==> src/rtl/fifo_read_ctrl.sv <==
// Read-side FIFO controller: issues reads, lands data in a 2-deep skid
// buffer and streams it out as valid/ready with a delivered-word counter.
module fifo_read_ctrl #(
  parameter int DATA_WIDTH  = 32,
  parameter int COUNT_WIDTH = 16
) (
  input  logic                   Clk,
  input  logic                   Clear_in,
  input  logic                   Empty_in,
  output logic                   ReadEn_out,
  input  logic [DATA_WIDTH-1:0]  FifoData_in,
  output logic [DATA_WIDTH-1:0]  Data_out,
  output logic                   Valid_out,
  input  logic                   Ready_in,
  output logic [COUNT_WIDTH-1:0] WordCount_out
);

  typedef enum logic [1:0] {
    EMPTY = 2'd0,
    ONE   = 2'd1,
    TWO   = 2'd2
  } state_t;

  state_t                state;
  state_t                state_nxt;
  logic                  inflight;
  logic                  pop;
  logic [2:0]            room;
  logic [DATA_WIDTH-1:0] tail;
  logic [DATA_WIDTH-1:0] head_nxt;
  logic [DATA_WIDTH-1:0] tail_nxt;

  assign Valid_out = (state != EMPTY);
  assign pop       = Valid_out & Ready_in;

  // Words owed to the buffer after this edge; pop implies occ>=1, no underflow
  assign room = {1'b0, state} + {2'b00, inflight} - {2'b00, pop};

  assign ReadEn_out = ~Clear_in & ~Empty_in & (room < 3'd2);

  always_comb begin
    state_nxt = state;
    head_nxt  = Data_out;
    tail_nxt  = tail;
    unique case (state)
      EMPTY: begin
        if (inflight) begin
          state_nxt = ONE;
          head_nxt  = FifoData_in;
        end
      end
      ONE: begin
        unique case (1'b1)
          (inflight & ~pop): begin
            state_nxt = TWO;
            tail_nxt  = FifoData_in;
          end
          (~inflight & pop): state_nxt = EMPTY;
          (inflight & pop):  head_nxt = FifoData_in;
          default:           state_nxt = ONE;
        endcase
      end
      TWO: begin
        if (pop) begin
          head_nxt = tail;
          if (inflight) tail_nxt  = FifoData_in;
          else          state_nxt = ONE;
        end
      end
      default: state_nxt = EMPTY;
    endcase
  end

  always_ff @(posedge Clk) begin
    if (Clear_in) begin
      state         <= EMPTY;
      inflight      <= 1'b0;
      Data_out      <= '0;
      tail          <= '0;
      WordCount_out <= '0;
    end else begin
      state    <= state_nxt;
      inflight <= ReadEn_out;
      Data_out <= head_nxt;
      tail     <= tail_nxt;
      if (pop) WordCount_out <= WordCount_out + COUNT_WIDTH'(1);
    end
  end

endmodule

==> config.mk <==
export PLATFORM = sky130hd
export DESIGN_NAME = fifo_read_ctrl
export DESIGN_NICKNAME = d
export VERILOG_FILES = /design/src/rtl/fifo_read_ctrl.sv
export SDC_FILE = /design/constraint.sdc
export NUM_CORES = 1
export LEC_CHECK = 0
export BUFFER_PORTS_ARGS = -buffer_cell sky130_fd_sc_hd__buf_2
export CORE_AREA = 5 5 92 94
export CTS_CLUSTER_DIAMETER = 120
export DETAILED_ROUTE_END_ITERATION = 7
export DIE_AREA = 0 0 97 99
export PLACE_DENSITY = 0.76
export SYNTH_ARGS = -nofsm -noshare
export SYNTH_HDL_FRONTEND = slang
export SYNTH_SLANG_ARGS = --single-unit
==> constraint.sdc <==
create_clock -name Clk -period 2.4 [get_ports Clk]
set_input_delay 0.36 -clock Clk [delete_from_list [all_inputs] [get_ports Clk]]
set_output_delay 0.36 -clock Clk [all_outputs]
set_load 0.01 [all_outputs]
==> results.py <==
metrics = {
    "run_status": {
        "status": "finished, violations left",
        "violations": "negative setup slack",
    },
    "routing": {
        "first_pass_iters": 4,
        "wire_per_inst_um": 13.7,
        "drt_iter0_markers": 68,
        "antenna_left": 0,
        "dr_total_vias": 2870,
        "wl_um": 7610,
        "vias_per_cell": 5.17,
        "drc": 0,
    },
    "worst_setup_path": {
        "end_kind": "output pin",
        "reg2reg_from": "state[1]$_SDFFE_PP0P_",
        "crit_arrival_ns": 2.25,
        "crit_type": "flop to output pin",
        "critPathRequiredTime_ns": 2.04,
        "cp_max_fo": 2,
        "startpoint": "state[1]$_SDFFE_PP0P_",
        "startpoint_type": "flop",
    },
    "cts": {
        "cts_hold_buf": 0,
        "cts-root-buf": "clkbuf_8",
        "cts-buffers-inserted": 9,
        "cts_tree": "built",
        "worstSkewPairLatency_ns": 0.34,
        "clkSinkCount": 83,
        "cts_buffer_depth": 2,
        "cts_resized": 0,
        "clk_pin_slew_ns": 0.08,
        "cts-htree-levels": 3,
    },
    "die": {
        "initial_core_util_pct": 46.2,
        "fp.dieW_um": 97,
        "core_area_um2": 7570,
        "die-height_um": 99,
        "io_pins": 86,
        "fp-row-count": 32,
        "die-area_um2": 9600,
    },
    "min_path": {
        "hp-class": "input port to flop",
        "min-delay-start": "Empty_in",
    },
    "layout": {
        "drive_gt1_share_pct": 28.7,
        "area_growth_pct": 25.4,
        "seq_area_um2": 1670,
        "postLayoutCoreUtil_pct": 58.0,
        "fillers": 701,
        "diodes": 0,
        "final_area_um2": 4390,
        "nets": 490,
        "multi_input_area_um2": 1790,
    },
    "timing": {
        "rsz0062_at_grt": "true",
        "setup_slack_ns": -0.214,
        "maxSlewHeadroom_pct": 56.9,
        "tns_ns": -0.214,
        "fmax_mhz": 382,
        "setup_viol": 1,
        "fin_skew_ns": 0.0101,
        "min_period_ns": 2.61,
        "hold_ws_ns": 0.229,
        "worst_slew_pin_slew_ns": 0.645,
        "hold_viol": 0,
        "fin_crit_sh_pct": 109,
        "slew_violations": 0,
    },
    "synth": {
        "ys_ff_latch": 83,
        "synth_common_cells": "dfxtp_1, nor2_1, mux2i_1, a211oi_1",
        "synthTopCellsByArea": "dfxtp_1, mux2i_1, nor2_1",
        "synthCells": 364,
        "synth_top_area_share_pct": 47.5,
        "synth_edf_count": 0,
        "syn_nets": 406,
        "synthFlopType": "dfxtp_1",
        "ys_async_sr_fraction_pct": 0,
        "yosysSeqAreaShare_pct": 47.5,
        "yosysMostFrequentCell": "dfxtp_1",
        "synth_warnings": 0,
        "synth_cell_types": 33,
        "postSynthAreaPerCell_um2": 9.61,
        "synth_area_um2": 3500,
        "yosysTopAreaCell": "dfxtp_1",
    },
    "global_route": {
        "grt_pass1_wl_um": 13000,
        "grt_overflow": 0,
        "use_met2_pct": 26.9,
        "busiest_layer": "met2",
        "antenna_found_initial": 0,
        "grt_use_met3_pct": 4.81,
        "track_usage_pct": 16.1,
        "grt_max_degree": 43,
        "grt_pass1_vias": 2866,
        "grt_util_met1_pct": 19.7,
    },
    "place": {
        "place.port_buffers": 85,
        "gp_congestion": 0.817,
        "dp_hpwl_um": 5390,
        "placed_cell_area_um2": 4160,
    },
    "power": {
        "total_power_mw": 3.11,
        "power_leakage_nw": 1.96,
        "power_density_nw_per_um2": 710,
        "irDropWorstVdd_v": 0.000397,
    },
    "job": {
        "cap_violations": 0,
    },
}
## worst paths after layout
check,depth (start not counted),slack (ns),endpoint
worst min-delay path,2,0.23,inflight$_SDFF_PP0_
worst max register to register,9,0.45,tail[18]$_SDFFE_PP0P_
worst max-delay path,9,-0.21,ReadEn_out
worst min register to register,2,0.49,WordCount_out[15]$_SDFFE_PP0P_
## flip-flops by register name, summed over array words and instances (netlist names)
signal	flops
tail	32
inflight	1
state	2
WordCount_out	16
Data_out	32
## per-stage QoR
step / cells / setup slack (ns)
2_1_floorplan: 364 / -0.0389
3_3_place_gp: 539 / 0.0558
3_5_place_dp: 539 / 0.0416
4_1_cts: 555 / -0.239
5_1_grt: 555 / -0.303
6_report: 555 / -0.214
## power by group
part | switching (mW) | leakage (nW) | internal (mW)
combinational | 0.267 | 1.17 | 0.216
sequential | 0.0461 | 0.676 | 1.46
clock | 0.501 | 0.114 | 0.621
total | 0.814 | 1.96 | 2.30
## metal layers
metal,part of all wire (%),wire [um]
met1,44,3390
met2,48,3620
met3,6.6,503
met4,1.4,104
met5,0,0
## critical path, stage by stage (launching register included)
cell and delay [ns]:
dfxtp_4 0.34, or2_4 0.24, nand2_4 0.08, inv_4 0.04, ha_4 0.20, nand2b_4 0.13
fa_2 0.35, xor2_2 0.17, nor4b_4 0.20, buf_2 0.16
## area by class of cell
type / instances / area share (%)
Multi-Input combinational cell: 252 / 40.8
Sequential cell: 83 / 38.0
Timing Repair Buffer: 97 / 12.6
Clock buffer: 11 / 3.22
Tap cell: 102 / 2.91
Clock inverter: 5 / 1.97
Inverter: 5 / 0.485
## cells in the final DEF, fill, tap and decap left out, drive strengths merged, types with 3 or more instances in the layout
| master | Yosys | layout |
|---|---|---|
| inv | 5 | 5 |
| nor3 | 4 | 4 |
| nor2 | 77 | 77 |
| ha | 5 | 5 |
| nor4 | 3 | 3 |
| o21ai | 7 | 7 |
| a21oi | 10 | 10 |
| nand3 | 4 | 4 |
| a211oi | 32 | 32 |
| buf | 13 | 97 |
| or3 | 4 | 4 |
| clkinv | 0 | 3 |
| mux2i | 65 | 65 |
| nand2 | 11 | 11 |
| xor2 | 3 | 3 |
| dfxtp | 83 | 83 |
| clkbuf | 11 | 11 |
| nand2b | 4 | 4 |
| xnor2 | 7 | 7 |
## cell families (layout without fill, tap and decap cells)
logic type               after synthesis  after routing  share of synthesized area [%]
adder cells (fa/ha/maj)                6              6                           2.36
flip-flops                            83             83                           47.5
buffers and inverters                 29            118                           3.51
AO/OA/AOI/OAI                         54             54                           10.8
multiplexers                          65             65                           18.6
AND/OR/NAND/NOR                      117            117                           14.8
XOR/XNOR                              10             10                           2.50
## what timing repair did
item | CTS | global route
buffers inserted | 0 | 0
endpoints found under the setup margin | 1 | 1
pin swaps | 5 | 0
hold endpoints to repair | 0 | 0
No activity file was read; power rests on OpenSTA's default activity.
